**config.mk**
```make
export PLATFORM = sky130hd
export DESIGN_NAME = fifo_word_serializer_flat
export DESIGN_NICKNAME = d
export VERILOG_FILES = /design/src/rtl/fifo_word_serializer_if.sv /design/src/rtl/fifo_word_serializer.sv /design/src/flat_wrapper.sv
export SDC_FILE = /design/constraint.sdc
export NUM_CORES = 1
export LEC_CHECK = 0
export CAP_MARGIN = 30
export CORE_MARGIN = 4
export CORE_UTILIZATION = 45
export DETAILED_ROUTE_END_ITERATION = 6
export PLACE_DENSITY = 0.79
export SYNTH_ARGS = -nofsm -noshare
export SYNTH_HDL_FRONTEND = slang
export SYNTH_SLANG_ARGS = --single-unit
```
**constraint.sdc**
```tcl
create_clock -name clk -period 2.2 [get_ports clk]
set_input_delay 0.66 -clock clk [delete_from_list [all_inputs] [get_ports clk]]
set_output_delay 0.66 -clock clk [all_outputs]
set_load 0.03 [all_outputs]
```
**src/rtl/fifo_word_serializer_if.sv**
```systemverilog
// Signal bundle tying the serializer to its source FIFO and to the byte sink.
interface fifo_word_serializer_if #(
  parameter int WORD_W = 32,
  parameter int BYTE_W = 8
);
  logic [WORD_W-1:0] fifo_data;
  logic              fifo_empty;
  logic              fifo_get;
  logic [BYTE_W-1:0] byte_out;
  logic              byte_valid;
  logic              byte_ready;

  // Serializer side: pops the FIFO and drives the byte stream.
  modport master (
    input  fifo_data,
    input  fifo_empty,
    input  byte_ready,
    output fifo_get,
    output byte_out,
    output byte_valid
  );

  // Environment side: the FIFO plus the byte consumer.
  modport slave (
    output fifo_data,
    output fifo_empty,
    output byte_ready,
    input  fifo_get,
    input  byte_out,
    input  byte_valid
  );
endinterface

```
**src/rtl/fifo_word_serializer.sv**
```systemverilog
// Drains the wide FIFO one word at a time and emits it MSB byte first on a
// valid/ready byte stream; also counts fully transmitted words.
//
// state  | meaning
// S_IDLE | nothing in flight; pops when enabled and FIFO not empty
// S_WAIT | popped word is on fifo_data this cycle; captured at the edge
// S_SEND | presenting bytes of the captured word; pops again on last accept
//
// WORD_W must be an integer multiple of BYTE_W with at least two bytes/word.
module fifo_word_serializer #(
  parameter int WORD_W = 32,
  parameter int BYTE_W = 8,
  parameter int CNT_W  = 16
) (
  input  logic                   clk,
  input  logic                   reset,
  input  logic                   i_enable,
  fifo_word_serializer_if.master bus,
  output logic                   o_busy,
  output logic [CNT_W-1:0]       o_words_sent
);

  localparam int NBYTES = WORD_W / BYTE_W;
  localparam int BC_W   = $clog2(NBYTES);
  localparam logic [BC_W-1:0] LAST_IDX = BC_W'(NBYTES - 1);

  typedef enum logic [1:0] {
    S_IDLE = 2'd0,
    S_WAIT = 2'd1,
    S_SEND = 2'd2
  } state_t;

  state_t            r_state;
  state_t            w_state_next;
  logic [WORD_W-1:0] r_shreg;
  logic [BC_W-1:0]   r_byte_cnt;
  logic [CNT_W-1:0]  r_words_sent;
  logic              w_can_pop;
  logic              w_accept;
  logic              w_last_hs;
  logic              w_get;

  // Reset is folded into the pop qualifier so fifo_get drops the instant
  // reset asserts, even though the state register already reads IDLE.
  assign w_can_pop = i_enable && !bus.fifo_empty && reset;
  assign w_accept  = (r_state == S_SEND) && bus.byte_ready;
  assign w_last_hs = w_accept && (r_byte_cnt == LAST_IDX);

  // Next-state and pop strobe.
  always_comb begin
    w_state_next = r_state;
    w_get        = 1'b0;
    case (r_state)
      S_IDLE: begin
        if (w_can_pop) begin
          w_get        = 1'b1;
          w_state_next = S_WAIT;
        end
      end
      S_WAIT: begin
        w_state_next = S_SEND;
      end
      S_SEND: begin
        if (w_last_hs) begin
          if (w_can_pop) begin
            w_get        = 1'b1;
            w_state_next = S_WAIT;
          end else begin
            w_state_next = S_IDLE;
          end
        end
      end
      default: begin
        w_state_next = S_IDLE;
      end
    endcase
  end

  // State register.
  always_ff @(posedge clk or negedge reset) begin
    if (!reset) begin
      r_state <= S_IDLE;
    end else begin
      r_state <= w_state_next;
    end
  end

  // Capture the popped word, then shift one byte out per accepted handshake.
  // Holding shreg at zero in IDLE keeps byte_out at 0 whenever not valid.
  always_ff @(posedge clk or negedge reset) begin
    if (!reset) begin
      r_shreg    <= '0;
      r_byte_cnt <= '0;
    end else begin
      case (r_state)
        S_WAIT: begin
          r_shreg    <= bus.fifo_data;
          r_byte_cnt <= '0;
        end
        S_SEND: begin
          if (w_accept) begin
            r_shreg    <= r_shreg << BYTE_W;
            r_byte_cnt <= w_last_hs ? '0 : r_byte_cnt + BC_W'(1);
          end
        end
        default: begin
          r_shreg    <= '0;
          r_byte_cnt <= '0;
        end
      endcase
    end
  end

  // Completed-word counter, wraps naturally at 2^CNT_W.
  always_ff @(posedge clk or negedge reset) begin
    if (!reset) begin
      r_words_sent <= '0;
    end else if (w_last_hs) begin
      r_words_sent <= r_words_sent + CNT_W'(1);
    end
  end

  assign bus.fifo_get   = w_get;
  assign bus.byte_valid = (r_state == S_SEND);
  assign bus.byte_out   = r_shreg[WORD_W-1 -: BYTE_W];
  assign o_busy         = (r_state != S_IDLE);
  assign o_words_sent   = r_words_sent;

endmodule

```
**src/flat_wrapper.sv**
```systemverilog
// flat-port wrapper written by rule: the top's interface ports become plain ports
module fifo_word_serializer_flat 
#(
  parameter int WORD_W = 32,
  parameter int BYTE_W = 8,
  parameter int CNT_W  = 16
)
  (clk, reset, i_enable, o_busy, o_words_sent, bus_fifo_data, bus_fifo_empty, bus_byte_ready, bus_fifo_get, bus_byte_out, bus_byte_valid);
  fifo_word_serializer_if #(.WORD_W(WORD_W), .BYTE_W(BYTE_W)) bus_i ();
  input  logic clk;
  input  logic reset;
  input  logic i_enable;
  output logic o_busy;
  output logic [CNT_W-1:0] o_words_sent;
  input wire logic [$bits(bus_i.fifo_data)-1:0] bus_fifo_data;
  input wire logic [$bits(bus_i.fifo_empty)-1:0] bus_fifo_empty;
  input wire logic [$bits(bus_i.byte_ready)-1:0] bus_byte_ready;
  output wire logic [$bits(bus_i.fifo_get)-1:0] bus_fifo_get;
  output wire logic [$bits(bus_i.byte_out)-1:0] bus_byte_out;
  output wire logic [$bits(bus_i.byte_valid)-1:0] bus_byte_valid;
  assign bus_i.fifo_data = bus_fifo_data;
  assign bus_i.fifo_empty = bus_fifo_empty;
  assign bus_i.byte_ready = bus_byte_ready;
  assign bus_fifo_get = bus_i.fifo_get;
  assign bus_byte_out = bus_i.byte_out;
  assign bus_byte_valid = bus_i.byte_valid;
  fifo_word_serializer #(.WORD_W(WORD_W), .BYTE_W(BYTE_W), .CNT_W(CNT_W)) u_core (.clk(clk), .reset(reset), .i_enable(i_enable), .bus(bus_i), .o_busy(o_busy), .o_words_sent(o_words_sent));
endmodule
```
# Yosys cells after proc, flatten, opt, wreduce, memory -nomap -nowiden
# Index checks and enable logic that the tools add are counted.
# op_classes
addsub	2
mul	0
div_mod_pow	0
order_cmp	0
n_eq_ne	6
shift	0
muxes	12
bitwise	0
n_reduce_logical	8
# ops
cell	count
32-bit one-hot mux with 2 select lines	1
32-bit 2-to-1 mux	1
16-bit by 1-bit adder with 16-bit output, second input constant	1
2-bit 2-to-1 mux	5
2-bit by 1-bit != test with 1-bit output, second input constant	3
2-bit one-hot mux with 3 select lines	1
2-bit equality test, second input constant	2
1-bit logical AND	4
1-bit 2-to-1 mux	3
2-bit by 1-bit adder with 2-bit output, second input constant	1
2-bit by 1-bit equality test with 1-bit output, second input constant	1
2-bit zero test	1
1-bit one-hot mux with 2 select lines	1
2-bit AND reduction	1
2-bit nonzero test	1
1-bit zero test	1
# word_totals
regBits	52
latch_bits	0
mem_bits_rw	0
romBits	0
input_bits	37
output_inout_bits	27
word_cells	32
mem_count	0

# Logic depth before layout (Yosys ltp)
# Gate-level depths: netlist of the first run.
# logic_depth
word_depth	6
mapped_depth	8
depth_no_buf	6

# Worst setup path after synthesis of the first run
# No wires, ideal clock.
# synth_timing
kind	reg2out
from	register u_core.r_state[0]
to	output port bus_fifo_get
arrival_ns	1.736
t_required_ns	1.540
slack_ns	-0.196
stages_incl_launch_ff	6
n_path_buf	1
path_cell_list	dfrtp_1 inv_1 ha_1 clkbuf_2 nand3_4 a21oi_1
# synth_between
elab_chain_cells	5
word_cells_on_any_way	6
cone_classes	1 x eq/ne; 2 x mux; 3 x reduce/logical
# synth_lines
element	line	rtl
start, declared	fifo_word_serializer.sv:33	state_t r_state;
start signal, assigned	fifo_word_serializer.sv:84	r_state <= w_state_next;
2-bit equality test (*)	--	
net bus_byte_valid	flat_wrapper.sv:20	output wire logic [$bits(bus_i.byte_valid)-1:0] bus_byte_valid;
1-bit logical AND	fifo_word_serializer.sv:46	assign w_accept = (r_state == S_SEND) && bus.byte_ready;
1-bit logical AND	fifo_word_serializer.sv:47	assign w_last_hs = w_accept && (r_byte_cnt == LAST_IDX);
1-bit 2-to-1 mux	fifo_word_serializer.sv:64	if (w_last_hs) begin
1-bit one-hot mux with 2 select lines (*)	fifo_word_serializer.sv:53	case (r_state)
end, declared	flat_wrapper.sv:18	output wire logic [$bits(bus_i.fifo_get)-1:0] bus_fifo_get;
# Mark *: on every way through the listed nets, which the timed path passes. The rest lies on a longest branch.

# Worst setup path in the final report of the first run
# layout_timing
from	register u_core.r_words_sent[2], in the netlist u_core.o_words_sent[2]
to	output port o_words_sent[2]
# layout_rtl
element	line	rtl
start, declared	fifo_word_serializer.sv:37	logic [CNT_W-1:0] r_words_sent;
start signal, assigned	fifo_word_serializer.sv:119	r_words_sent <= r_words_sent + CNT_W'(1);
end, declared	flat_wrapper.sv:14	output logic [CNT_W-1:0] o_words_sent;
# No word-level cell between the ends.

==> impl_metrics.tcl, run 1 <==
set metrics [dict create \
    critPathKind "reg -> out" \
    numPortBuffers 63 \
    finalCriticalPeriod_ns 2.13 \
    clock_latency_late_sink_ns 0.30 \
    power_switching_mw 0.837 \
    rsz0062_at_grt "no" \
    drt_drc_violations_left 0 \
    core_area_um2 5510 \
    critical_path.startpoint_type "register" \
    outcome "finished clean" \
    synth_top_family_by_area "compound AO/OA/AOI/OAI gates" \
    grt_use_met2_pct 28.5 \
    final-max-slew-violation-count 0 \
    crit_start "u_core.o_words_sent[2]" \
    cp_top_family "buffers and inverters" \
    synth_compound_area_share_pct 17.4 \
    grt_antenna_before_repair 0 \
    worst_path_cell_trace "clkdlybuf4s50_1" \
    slowest_delay_ns 0.71 \
    grt_pass1_wl_um 9390 \
    die_y_um 83.1 \
    power_frac_clock_pct 21.5 \
    dp_hpwl_um 3930 \
    grt.met1_usage_pct 21.3 \
    busiest_layer "met2" \
    combPwrFrac_pct 33.5 \
    synth-adder-area-share_pct 3.45 \
    max_freq_mhz 469 \
    clock_tree.root_cell "sky130_fd_sc_hd__clkbuf_8" \
    timing.critical_path.fanout_max 6 \
    dr_total_vias 1952 \
    critical-path-slowest-cell "sky130_fd_sc_hd__clkdlybuf4s50_1" \
    cts_tree "yes" \
    switching_share_pct 33.7 \
    worst_r2r_startpoint "u_core.r_state[0]" \
    route.final.wire_length_um 5560 \
    globalRouteMet3Util_pct 2.98 \
    yosys_warning_total 0 \
    clk_pin_slew_worst_paths_ns 0.09 \
    edff_count_synth 0 \
    track_usage_pct 16.6 \
    initialDrtViolationCount 146 \
    final.period_utilization_pct 96.8 \
    ys.flop_type "sky130_fd_sc_hd__dfrtp_1" \
    drt_pass1_iterations 4 \
    fillers 444 \
    chipWidth_um 83.1 \
    critical_path_at_ns 1.47 \
    diodes 0 \
    global_placement_routability_congestion 0.788 \
    worstPathRequired_ns 1.54 \
    final_antenna_net_count 0 \
    final_nets 358 \
    worst_ir_drop_vdd_uv 397 \
    initial_utilization_pct 46.1 \
    htreeDepth 2 \
    synth_top_cell_by_area "sky130_fd_sc_hd__dfrtp_1" \
    postSynthNetCount 293 \
    grt_start_max_net_pins 53 \
    max-clock-path-buffers 2 \
    timing.max_slew.rel_slack_pct 57.6 \
    synthMostInstantiatedCell "sky130_fd_sc_hd__dfrtp_1" \
    static-leakage-power_nw 1.51 \
    internal_power_mw 1.65 \
    power.total_mw 2.48 \
    cts_made_buffers 5 \
    yosys-mux-area-fraction_pct 0.394 \
    globalRoute.totalOverflow 0 \
    synth-async-reset-ratio_pct 100 \
    yosys_reg_bits 52 \
    synthCells 249 \
    vias_per_cell 5.04 \
    final-hold-violation-count 0 \
    hold_start "u_core.o_words_sent[15]" \
    instances_no_fill 387 \
    cts_num_sinks 52 \
    critical_path_buf_inv_count 1 \
    io_pins 64 \
    yosys.area_share.xor_xnor_pct 5.17 \
    die_area_um2 6910 \
    syn2layout_area_growth_pct 33.1 \
    synth.cells.most_frequent "sky130_fd_sc_hd__dfrtp_1, sky130_fd_sc_hd__a22o_1, sky130_fd_sc_hd__inv_1, sky130_fd_sc_hd__o21ai_0, sky130_fd_sc_hd__nand2_1" \
    netlist_top_cells_area "sky130_fd_sc_hd__dfrtp_1, sky130_fd_sc_hd__a22o_1, sky130_fd_sc_hd__o21ai_0, sky130_fd_sc_hd__inv_1, sky130_fd_sc_hd__ha_1" \
    wire_per_inst_um 14.4 \
    synthesis.area_um2 2540 \
    post_route_cells_drive_above_1_share_pct 10.8 \
    portion_of_the_post_synthesis_area_used_by_sequential_elements_pct 51.2 \
    pwr-share-seq_pct 45.0 \
    maxCapViolations 0 \
    fp-row-count 27 \
    cp-end-kind "output pin" \
    dp.cells 376 \
    synthesis.area_per_instance_um2 10.2 \
    setup-violations-final 0 \
    hold_class "reg -> reg" \
    worst_pin_slew_ns 0.637 \
    synth_simple_gate_area_share_pct 13.2 \
    clock-skew-final_ns 0.00437 \
    power_density_nw_per_um2 735 \
    synth_largest_type_area_fraction_pct 51.2 \
    number_of_library_cell_types_mapped_by_synthesis 30 \
    first_global_vias 1978 \
]
## through the flow
stage          TNS (ns)  utilization (%)  hold WS (ns)  instance area [µm²]  setup slack (ns)
4_1_cts               0             61.0         0.481                 3360            0.0144
3_5_place_dp    -0.0730             59.0         0.468                 3250           -0.0670
3_3_place_gp    -0.0527             59.0         0.462                 3250           -0.0527
5_1_grt               0             61.4         0.505                 3380            0.0111
6_report              0             61.4         0.475                 3380            0.0695
2_1_floorplan         0                -         0.364                 2550            0.0491
## worst register-to-register path: stages (launching register included)
cell,delay (ns)
sky130_fd_sc_hd__dfrtp_1,0.39
sky130_fd_sc_hd__inv_1,0.09
sky130_fd_sc_hd__ha_2,0.26
sky130_fd_sc_hd__buf_12,0.21
sky130_fd_sc_hd__nand4_1,0.14
sky130_fd_sc_hd__nor2_1,0.29
sky130_fd_sc_hd__and3_1,0.21
sky130_fd_sc_hd__xor2_1,0.15
## final cells by class
cell class | count | area [µm²] | share of cell area [%]
clock buffer | 6 | 72.6 | 2.15
clock inverter | 2 | 16.3 | 0.481
inverter | 27 | 101 | 3.00
multi-input combinational | 148 | 1020 | 30.2
sequential | 52 | 1300 | 38.5
tap | 72 | 90.1 | 2.67
timing repair buffer | 80 | 776 | 23.0
## power by group through the flow
stage               clock network, mW  registers (mW)  logic (mW)
global route                    0.591            1.13       0.917
CTS                             0.558            1.12       0.822
global placement                    0            1.13       0.796
finish                          0.535            1.12       0.832
floorplan                           0            1.13       0.523
detailed placement                  0            1.14       0.810
## metal layers
layer | part of all wire (%) | wire (µm)
met4 | 0.65 | 36
met5 | 0 | 0
met3 | 3.8 | 214
met1 | 44 | 2430
met2 | 52 | 2880
## registers in the layout (all words and copies together), names as in the netlist
register and cells:
u_core.r_byte_cnt 2, u_core.o_words_sent 16, u_core.r_shreg 32, u_core.r_state 2
## kinds of logic (layout without fill, tap and decap cells)
group	after synthesis	in the layout
buffers and inverters	49	115
AOI/OAI and AO/OA	63	63
xor gates and xnor gates	15	15
adders and majority gates	7	7
muxes	1	1
and+or+nand+nor	62	62
DFF	52	52
## cells in the final DEF (no fill, tap or decap), types with 4 or more instances in the layout
cell type / synthesis / routed
sky130_fd_sc_hd__nand3_1: 14 / 14
sky130_fd_sc_hd__clkdlybuf4s50_1: 0 / 56
sky130_fd_sc_hd__a22o_1: 32 / 32
sky130_fd_sc_hd__dfrtp_1: 52 / 52
sky130_fd_sc_hd__buf_4: 11 / 16
sky130_fd_sc_hd__and3_1: 6 / 6
sky130_fd_sc_hd__nand4_1: 4 / 4
sky130_fd_sc_hd__clkbuf_8: 0 / 5
sky130_fd_sc_hd__ha_1: 7 / 5
sky130_fd_sc_hd__o21ai_0: 26 / 26
sky130_fd_sc_hd__xnor2_1: 10 / 10
sky130_fd_sc_hd__xor2_1: 5 / 5
sky130_fd_sc_hd__nand2_1: 23 / 23
sky130_fd_sc_hd__inv_1: 27 / 26
## path summary, 6_finish.rpt
kind                                           endpoint  slack, ns  depth (start not counted)
worst max-delay path                    o_words_sent[2]       0.07                          1
worst min-delay path            u_core.o_words_sent[15]       0.47                          1
worst max register to register   u_core.o_words_sent[8]       0.41                          7
worst min register to register  u_core.o_words_sent[15]       0.47                          1
max in group asynchronous            u_core.r_shreg[29]       1.27                          2
min in group asynchronous       u_core.o_words_sent[15]       0.51                          2
## timing repair
item | in CTS | in global routing
setup buffers | 1 | 2
gates resized for setup | 7 | 4
hold buffers | 0 | 0
endpoints found under the setup margin | 3 | 3
pin swaps | 0 | 1
Power figures use the tool's default switching activity.
==> run 2, diff against run 1 <==
--- a/config.mk
+++ b/config.mk
@@ -10,6 +10,7 @@
 export CORE_UTILIZATION = 45
 export DETAILED_ROUTE_END_ITERATION = 6
 export PLACE_DENSITY = 0.79
+export SLEW_MARGIN = 30
 export SYNTH_ARGS = -nofsm -noshare
 export SYNTH_HDL_FRONTEND = slang
 export SYNTH_SLANG_ARGS = --single-unit
==> results of run 2 <==
The final DEF is identical to that of run 1; final timing and power are the same.
